**config.mk**
```make
export PLATFORM = sky130hd
export DESIGN_NAME = branch_resolve_queue_flat
export DESIGN_NICKNAME = d
export VERILOG_FILES = /design/src/rtl/branch_resolve_queue_if.sv /design/src/rtl/branch_resolve_queue.sv /design/src/flat_wrapper.sv
export SDC_FILE = /design/constraint.sdc
export NUM_CORES = 1
export LEC_CHECK = 0
export ABC_AREA = 1
export BUFFER_PORTS_ARGS = -buffer_cell sky130_fd_sc_hd__buf_4
export CORE_MARGIN = 3
export CORE_UTILIZATION = 50
export CTS_CLUSTER_DIAMETER = 200
export DETAILED_ROUTE_END_ITERATION = 12
export HOLD_SLACK_MARGIN = 0.03
export PLACE_DENSITY = 0.68
export SLEW_MARGIN = 20
export SYNTH_ARGS = -nofsm -noshare
export SYNTH_HDL_FRONTEND = slang
export SYNTH_SLANG_ARGS = --single-unit
```
**constraint.sdc**
```tcl
create_clock -name clock -period 4.9 [get_ports clock]
set_input_delay 0.245 -clock clock [delete_from_list [all_inputs] [get_ports clock]]
set_output_delay 0.245 -clock clock [all_outputs]
set_load 0.01 [all_outputs]
```
**src/rtl/branch_resolve_queue_if.sv**
```systemverilog
// Fetch/execute/predictor-update signal bundle for branch_resolve_queue.
// master = fetch/execute side, slave = the queue.
interface branch_resolve_queue_if #(
  parameter int PC_W = 32
);
  logic            pred_valid;
  logic            pred_taken;
  logic [PC_W-1:0] pred_pc;
  logic            res_valid;
  logic            res_taken;
  logic            upd_valid;
  logic            upd_taken;
  logic [PC_W-1:0] upd_pc;
  logic            mispredict;

  modport master (
    output pred_valid, pred_taken, pred_pc, res_valid, res_taken,
    input  upd_valid, upd_taken, upd_pc, mispredict
  );

  modport slave (
    input  pred_valid, pred_taken, pred_pc, res_valid, res_taken,
    output upd_valid, upd_taken, upd_pc, mispredict
  );
endinterface

```
**src/rtl/branch_resolve_queue.sv**
```systemverilog
// In-order queue of fetch-time branch predictions; retires the oldest on resolve,
// drives the predictor update port, and flushes younger entries on a mispredict.
module branch_resolve_queue #(
  parameter int DEPTH = 8,
  parameter int PC_W  = 32,
  parameter int CNT_W = 16
) (
  input  logic                     clock,
  input  logic                     reset,
  branch_resolve_queue_if.slave    bus,
  output logic [$clog2(DEPTH):0]   count,
  output logic                     full,
  output logic                     empty,
  output logic                     overflow,
  output logic                     underflow,
  output logic [CNT_W-1:0]         branch_cnt,
  output logic [CNT_W-1:0]         miss_cnt
);
  localparam int AW = $clog2(DEPTH);
  localparam int CW = AW + 1;

  logic            taken_mem [DEPTH];
  logic [PC_W-1:0] pc_mem    [DEPTH];

  logic [AW-1:0]    head_q, head_d, tail_q, tail_d;
  logic [CW-1:0]    count_q, count_d;
  logic             ovf_q, ovf_d, unf_q, unf_d;
  logic [CNT_W-1:0] branch_q, branch_d, miss_q, miss_d;
  logic             upd_valid_q, upd_valid_d, upd_taken_q, upd_taken_d;
  logic [PC_W-1:0]  upd_pc_q, upd_pc_d;
  logic             mis_q, mis_d;

  logic is_full, is_empty, pop, miss, push;

  assign is_full  = (count_q == CW'(DEPTH));
  assign is_empty = (count_q == '0);
  assign pop      = bus.res_valid && !is_empty;
  assign miss     = pop && (taken_mem[head_q] != bus.res_taken);
  // A flushing pop discards the same-cycle enqueue; a plain pop frees a full slot.
  assign push     = bus.pred_valid && (!is_full || pop) && !miss;

  always_comb begin
    head_d      = head_q;
    tail_d      = tail_q;
    count_d     = count_q;
    ovf_d       = ovf_q | (bus.pred_valid && is_full && !pop);
    unf_d       = unf_q | (bus.res_valid && is_empty);
    branch_d    = branch_q;
    miss_d      = miss_q;
    upd_valid_d = pop;
    upd_taken_d = pop && bus.res_taken;
    upd_pc_d    = pop ? pc_mem[head_q] : '0;
    mis_d       = miss;
    if (miss) begin
      head_d  = '0;
      tail_d  = '0;
      count_d = '0;
    end else begin
      head_d  = head_q + AW'(pop);
      tail_d  = tail_q + AW'(push);
      count_d = count_q + CW'(push) - CW'(pop);
    end
    if (pop && branch_q != '1) branch_d = branch_q + CNT_W'(1);
    if (miss && miss_q != '1)  miss_d   = miss_q + CNT_W'(1);
  end

  always_ff @(posedge clock) begin
    if (reset) begin
      head_q      <= '0;
      tail_q      <= '0;
      count_q     <= '0;
      ovf_q       <= 1'b0;
      unf_q       <= 1'b0;
      branch_q    <= '0;
      miss_q      <= '0;
      upd_valid_q <= 1'b0;
      upd_taken_q <= 1'b0;
      upd_pc_q    <= '0;
      mis_q       <= 1'b0;
    end else begin
      head_q      <= head_d;
      tail_q      <= tail_d;
      count_q     <= count_d;
      ovf_q       <= ovf_d;
      unf_q       <= unf_d;
      branch_q    <= branch_d;
      miss_q      <= miss_d;
      upd_valid_q <= upd_valid_d;
      upd_taken_q <= upd_taken_d;
      upd_pc_q    <= upd_pc_d;
      mis_q       <= mis_d;
    end
  end

  // Payload storage needs no reset: occupancy gates every read.
  always_ff @(posedge clock) begin
    if (!reset && push) begin
      taken_mem[tail_q] <= bus.pred_taken;
      pc_mem[tail_q]    <= bus.pred_pc;
    end
  end

  assign bus.upd_valid  = upd_valid_q;
  assign bus.upd_taken  = upd_taken_q;
  assign bus.upd_pc     = upd_pc_q;
  assign bus.mispredict = mis_q;
  assign count          = count_q;
  assign full           = is_full;
  assign empty          = is_empty;
  assign overflow       = ovf_q;
  assign underflow      = unf_q;
  assign branch_cnt     = branch_q;
  assign miss_cnt       = miss_q;
endmodule

```
**src/flat_wrapper.sv**
```systemverilog
// flat-port wrapper written by rule: the top's interface ports become plain ports
module branch_resolve_queue_flat 
#(
  parameter int DEPTH = 8,
  parameter int PC_W  = 32,
  parameter int CNT_W = 16
)
  (clock, reset, count, full, empty, overflow, underflow, branch_cnt, miss_cnt, bus_pred_valid, bus_pred_taken, bus_pred_pc, bus_res_valid, bus_res_taken, bus_upd_valid, bus_upd_taken, bus_upd_pc, bus_mispredict);
  branch_resolve_queue_if #(.PC_W(PC_W)) bus_i ();
  input  logic clock;
  input  logic reset;
  output logic [$clog2(DEPTH):0] count;
  output logic full;
  output logic empty;
  output logic overflow;
  output logic underflow;
  output logic [CNT_W-1:0] branch_cnt;
  output logic [CNT_W-1:0] miss_cnt;
  input wire logic [$bits(bus_i.pred_valid)-1:0] bus_pred_valid;
  input wire logic [$bits(bus_i.pred_taken)-1:0] bus_pred_taken;
  input wire logic [$bits(bus_i.pred_pc)-1:0] bus_pred_pc;
  input wire logic [$bits(bus_i.res_valid)-1:0] bus_res_valid;
  input wire logic [$bits(bus_i.res_taken)-1:0] bus_res_taken;
  output wire logic [$bits(bus_i.upd_valid)-1:0] bus_upd_valid;
  output wire logic [$bits(bus_i.upd_taken)-1:0] bus_upd_taken;
  output wire logic [$bits(bus_i.upd_pc)-1:0] bus_upd_pc;
  output wire logic [$bits(bus_i.mispredict)-1:0] bus_mispredict;
  assign bus_i.pred_valid = bus_pred_valid;
  assign bus_i.pred_taken = bus_pred_taken;
  assign bus_i.pred_pc = bus_pred_pc;
  assign bus_i.res_valid = bus_res_valid;
  assign bus_i.res_taken = bus_res_taken;
  assign bus_upd_valid = bus_i.upd_valid;
  assign bus_upd_taken = bus_i.upd_taken;
  assign bus_upd_pc = bus_i.upd_pc;
  assign bus_mispredict = bus_i.mispredict;
  branch_resolve_queue #(.DEPTH(DEPTH), .PC_W(PC_W), .CNT_W(CNT_W)) u_core (.clock(clock), .reset(reset), .bus(bus_i), .count(count), .full(full), .empty(empty), .overflow(overflow), .underflow(underflow), .branch_cnt(branch_cnt), .miss_cnt(miss_cnt));
endmodule
```
After elaboration in Yosys (flattened, before gate mapping)
Memory sizes are Yosys's and may differ from the RTL's. A register that Yosys moved wholly into a read port is not among the register bits.
Cells that the tools add are included.
Widths: inputs -> output; s select.

operators by class
  mux-type cells = 3
  eq/ne operators = 4
  add/subtract/negate cells = 6
  bitwise logic cells = 3
  reductions and logical operators = 20

operator list
  cell                   count
  $add 16x1->16 const B  2
  $ne 16x16->1 const B   2
  $logic_and 1x1->1      11
  $add 3x1->3            2
  $logic_not 1->1        5
  $add 4x1->4            1
  $eq 4x4->1 const B     1
  $logic_not 4->1        1
  $reduce_or 2->1        2
  $sub 4x1->4            1
  $mux 3                 1
  $mux 1                 2
  $or 1x1->1             2
  $logic_or 1x1->1       1
  $ne 1x1->1             1
  $not 1->1              1

word-level totals
  bits in writable memories = 264
  logic and storage cells = 48
  memories = 2
  output and inout bits = 75
  input port bits = 38
  register bits after elaboration = 47

memory list
  memory            depth  width  read ports  clocked after Yosys merged registers in  write ports  line                        text
  u_core.pc_mem     8      32     1           1                                        1            branch_resolve_queue.sv:23  logic [PC_W-1:0] pc_mem [DEPTH];
  u_core.taken_mem  8      1      1           1                                        1            branch_resolve_queue.sv:22  logic taken_mem [DEPTH];

Logic depth before layout (Yosys ltp)
  depth after elaboration = 9
  mapped depth = 15
  mapped depth without buffers = 14

Worst setup path after synthesis
No wires, ideal clock.

  path type = register -> register
  from = register u_core.count_q[2] (netlist: u_core.count[2])
  to = memory u_core.pc_mem[0][0], enable pin
  required time = 4.477 ns
  buffers on the path = 0
  clock period less this slack = 3.166 ns
  cell stages (with the launch flop) = 10
  arrival = 2.743 ns
  path slack = 1.734 ns
  library setup time = 0.423 ns
  path through = dfxtp_1 inv_1 ha_1 nand3_1 inv_2 nor2_8 nor4_1 nor2_1 nand3_2 nor2_1

on the way
  word-level cells in the longest chain between the ends = 9
  elaborated cells on any way between the ends = 13
  those cells by class = eq/ne (1); mux (2); reduce/logical (10)

ends and longest elaborated chain
  what                                                   line                                                    text
  start: declaration                                     branch_resolve_queue.sv:26                              logic [CW-1:0] count_q, count_d;
  start signal: assignment                               branch_resolve_queue.sv:83                              count_q <= count_d;
  $logic_not 4->1 (*)                                    branch_resolve_queue.sv:36                              assign is_empty = (count_q == '0);
  via empty                                              flat_wrapper.sv:14                                      output logic empty;
  $logic_not 1->1 (*)                                    branch_resolve_queue.sv:37                              assign pop = bus.res_valid && !is_empty;
  $logic_and 1x1->1 (*)                                  branch_resolve_queue.sv:37
  via u_core.pop                                         branch_resolve_queue.sv:33                              logic is_full, is_empty, pop, miss, push;
  $logic_or 1x1->1 or $logic_and 1x1->1 (tied branches)  branch_resolve_queue.sv:40, branch_resolve_queue.sv:38
  $logic_and 1x1->1 or $logic_not 1->1 (tied branches)   branch_resolve_queue.sv:40                              assign push = bus.pred_valid && (!is_full || pop) && !miss;
  $logic_and 1x1->1 (*)                                  branch_resolve_queue.sv:40
  $logic_and 1x1->1 (*)                                  branch_resolve_queue.sv:97                              if (!reset && push) begin
  $mux 1 (*)                                             branch_resolve_queue.sv:97
  $mux 1 (not written as such) (*)                       branch_resolve_queue.sv:99                              pc_mem[tail_q] <= bus.pred_pc;
  end: declaration                                       branch_resolve_queue.sv:23

Mark *: on every way through the listed nets, which the timed path passes. The rest lies on a longest branch.

==> results.md <==
Logic synthesis:
- The number of nets in the synthesized netlist is 1214.
- The top flip-flop cell by instance count after synthesis is edfxtp_1.
- The sequential area share after synthesis is 0.710.
- The number of synthesized register bits is 343.
- Counting distinct cell types in the post-synthesis netlist gives 36.
- The synthesized instance count is 1163.
- The number of synthesis warnings is 0.
- Counting flops with an async set or reset pin after synthesis yields a share of 0.
- The area of the mapped netlist is approximately 13000 µm².
- Yosys mapped a number of flops with a built-in enable equal to about 260.
- Dividing the synthesized area by the synthesized cell count gives approximately 12 µm².

Critical path:
- The endpoint class of the critical path is a flop.
- Of all nets on the critical path, the largest fanout is 53.
- Counting both buffers and inverters, the worst setup path holds a total of 1.
- The critical path launch point type is a flop.
- The startpoint of the worst-slack reg-to-reg timing path is u_core.head_q[0].
- STA puts the critical path data required time at about 5.0 ns.
- Traced cell by cell, the critical path runs through buf_4 -> nand2_1 -> nand3_1 -> nand3_2 -> nand2_1 -> nand2_1 -> nand3_2 -> nand3_2 -> nor2_4.
- The kind of cell adding the most delay to the critical path is simple AND/OR/NAND/NOR gates.
- The flop-to-flop setup slack is 1.31 ns.
- The worst setup path is of the flop to flop kind.
- The arrival time of the worst setup path is 3.72 ns.
- In this design, the stage delay of the slowest critical-path cell is 0.93 ns.
- The number of cells on the worst reg-to-reg path is 9.
- The slowest stage of the critical path is the nor2_4 cell.
- In this run the critical register-to-register path is captured at u_core.pc_mem[5][21].

Timing:
- The clock arrives with roughly 0.014 ns of skew.
- The transition time of the tightest slew-check pin is 1.04 ns.
- After routing, the total negative slack on setup checks comes to 0 ns.
- The count of pins over their slew limit is 0.
- The timing-limited maximum frequency is 0.278 GHz.
- Setup violations remaining at the end of the flow were counted as 0.
- The routed design could run at a clock period as short as 3.59 ns.
- The relative max-transition margin is 0.307.
- Setup repair after global routing left no endpoint under its margin.
- In the finished design, the share of the clock period the worst path needs comes to 0.733.
- The final hold violation count is 0.

Drt:
- The first-iteration detailed-routing DRC count is roughly 770.
- The post-detailed-route wirelength per cell is around 17 µm.
- The total vias in the final route is 9063.
- The number of detailed-routing iterations run before antenna repair is 5.
- After detailed routing, the number of remaining DRC violations is 0.
- The count of nets left with antenna violations once routing finished came out at 0.
- The via density per instance is 5.46.
- The final layout contains routed wiring with a total length of 28700 µm.

Clocking:
- In this run the clock root is driven by a clkbuf_16.
- The clock latency on the worst-skew pair is a little over 0.5 ns.
- The number of buffers inserted for hold repair after clock tree synthesis is 37.
- The post-CTS setup-driven buffer insertion count is 0.
- The number of H-tree branching levels is 2.
- The number of gates resized after CTS was 0.
- In this run, CTS created clock tree buffers numbering 35.
- The clock passes through at most 3 buffers.
- The clock tree from TritonCTS is yes.
- The clock drives 343 sinks.
- After clock tree synthesis, the clock-pin slew on the worst setup and hold paths is 0.06 ns.

Layout:
- The most common cell after layout, fill and taps aside is edfxtp_1.
- After the last flow step, the layout net total stands at between 1k and 1.5k.
- The top cell types in the final layout, fill and taps aside, are edfxtp_1, nor2_1, o21ai_0, buf_4, nand2_1.
- The growth of design area from synthesis to finish is 20.6%.
- The number of diodes added for antenna fixing is 0.
- The share of layout cells above drive strength 1 is 0.154.

Die:
- The floorplan step defined a core boundary enclosing 26200 µm².
- The total I/O pin count is roughly 110.
- The starting density of the core is 0.511.
- Row generation in the floorplan step produced 59 rows.
- The floorplan step defined a die boundary enclosing 28800 µm².
- The horizontal die dimension is 170 µm.
- The y dimension of the die is 170 µm.

Placed design:
- The detailed placement HPWL is 16400 µm.
- The congestion estimate from routability-driven global placement came to 0.803.
- During placement, the flow inserted port buffers numbering 112.

Power:
- The power density over the cells is 474 nW/µm².
- Power comes to 0.00765 W.
- The worst ir drop on vdd is just over 0.0003 V.
- The leakage dissipation is roughly 5.8 nW.

Worst hold path:
- The endpoint with the worst hold slack is u_core.underflow.
- The cell depth of the worst hold path is 4.
- The worst hold path belongs to the class primary input to flop.
- The worst min-delay path startpoint is bus_res_valid.

Global route:
- The overall overflow remaining after global route is 0.
- The global-route met3 utilization is 0.0328.
- The first global-routing pass estimated 46000 µm of wire.
- The global routing's busiest layer is met2.
- The via count of the first global-routing pass is 8747.
- For this run, the total global-route usage over all layers was measured as 0.199.
- In the global route stage, met1 resource usage came out at 0.277.
- The met2 global-route usage is 0.329.
- Entering global routing, the biggest net connects 87 pins.
- The initial antenna violation count is 0.

Job:
- Max-cap violations in this run came to 0.

Outcome:
- The run finished with clean final reports.
[flip-flops by register name (all words and copies together), names as in the netlist]
name and cells:
u_core.pc_mem 256, u_core.bus.upd_pc 32, u_core.branch_cnt 16, u_core.miss_cnt 16
u_core.taken_mem 8, u_core.count 4, u_core.head_q 3, u_core.tail_q 3
u_core.bus.mispredict 1, u_core.bus.upd_taken 1, u_core.bus.upd_valid 1, u_core.overflow 1
u_core.underflow 1
[worst max-delay path by stage]
stage | from | end | slack [ns] | cells after the start
3_3_place_gp | u_core.head_q[0] | u_core.pc_mem[3][14] | 1.27 | 9
5_1_grt | u_core.head_q[0] | u_core.pc_mem[4][28] | 0.94 | 9
4_1_cts | u_core.head_q[0] | u_core.pc_mem[1][25] | 1.10 | 9
2_1_floorplan | u_core.count[2] | u_core.pc_mem[0][0] | 1.73 | 9
3_5_place_dp | u_core.head_q[0] | u_core.pc_mem[1][18] | 1.12 | 9
6_report | u_core.head_q[0] | u_core.pc_mem[5][21] | 1.31 | 9
[metal layers]
| metal | part of all wire | wire, µm | vias to the layer above |
|---|---|---|---|
| met2 | 0.48 | 13700 | 278 |
| met1 | 0.44 | 12700 | 4362 |
| met4 | 0.020 | 574 | 0 |
| met3 | 0.060 | 1710 | 50 |
| met5 | 0 | 0 | - |
| li1 | - | - | 4373 |
[through the flow]
step / util / cells / setup slack [ns] / instance area, µm² / hold slack [ns]
final: 0.616 / 1660 / 1.31 / 16200 / 0.152
after global routing: 0.616 / 1660 / 0.943 / 16200 / 0.151
after CTS: 0.612 / 1655 / 1.10 / 16000 / 0.136
after detailed placement: 0.553 / 1555 / 1.12 / 14500 / 0.468
after global placement: 0.553 / 1555 / 1.27 / 14500 / 0.458
after floorplan: - / 1163 / 1.73 / 13400 / 0.344
[worst register-to-register path: cells and delay by family (launching register included)]
| family | cells | cell delay [ns] |
|---|---|---|
| buf+inv | 1 | 0.58 |
| flops | 1 | 0.62 |
| simple gates | 8 | 1.98 |
[kinds of logic (layout without fill, tap and decap cells)]
logic type / after synthesis / in the layout / synth area share
compound gates: 262 / 262 / 0.105
xor+xnor: 8 / 8 / 0.00523
fa+ha+maj: 13 / 13 / 0.0127
buf+inv: 123 / 285 / 0.0390
flops: 343 / 343 / 0.710
simple gates: 414 / 414 / 0.128
[synth_stat cells (4+ instances only)]
cell,count,share of area
dfxtp_1,79,0.12
ha_1,12,0.011
buf_4,6,0.0034
inv_2,5,0.0014
nand3_2,5,0.0037
a21oi_1,25,0.0093
xnor2_1,6,0.0039
a31oi_1,32,0.015
edfxtp_1,264,0.59
clkbuf_1,38,0.011
buf_1,4,0.0011
o21ai_0,163,0.061
inv_1,54,0.015
o22ai_1,32,0.015
nor3_1,9,0.0034
nand3_1,41,0.015
nor2_1,255,0.071
nand4_1,5,0.0023
buf_2,12,0.0045
nand2_1,88,0.025
o21ai_1,4,0.0015
[report_power, final]
part / leakage [nW] / internal (W) / switching, W / total, W
logic: 2.21 / 0.000525 / 0.000973 / 0.00150
registers: 3.03 / 0.00331 / 0.000120 / 0.00343
clock network: 0.572 / 0.00167 / 0.00106 / 0.00272
total: 5.81 / 0.00550 / 0.00215 / 0.00765
[cell type report]
type | instances | area [µm²]
clock buffer | 51 | 988
fill | 2030 | 10100
sequential | 343 | 9510
multi-input combinational | 697 | 3430
tap | 335 | 419
clock inverter | 12 | 183
inverter | 60 | 226
timing repair buffer | 162 | 1390
No activity file was read; power rests on OpenSTA's default activity.
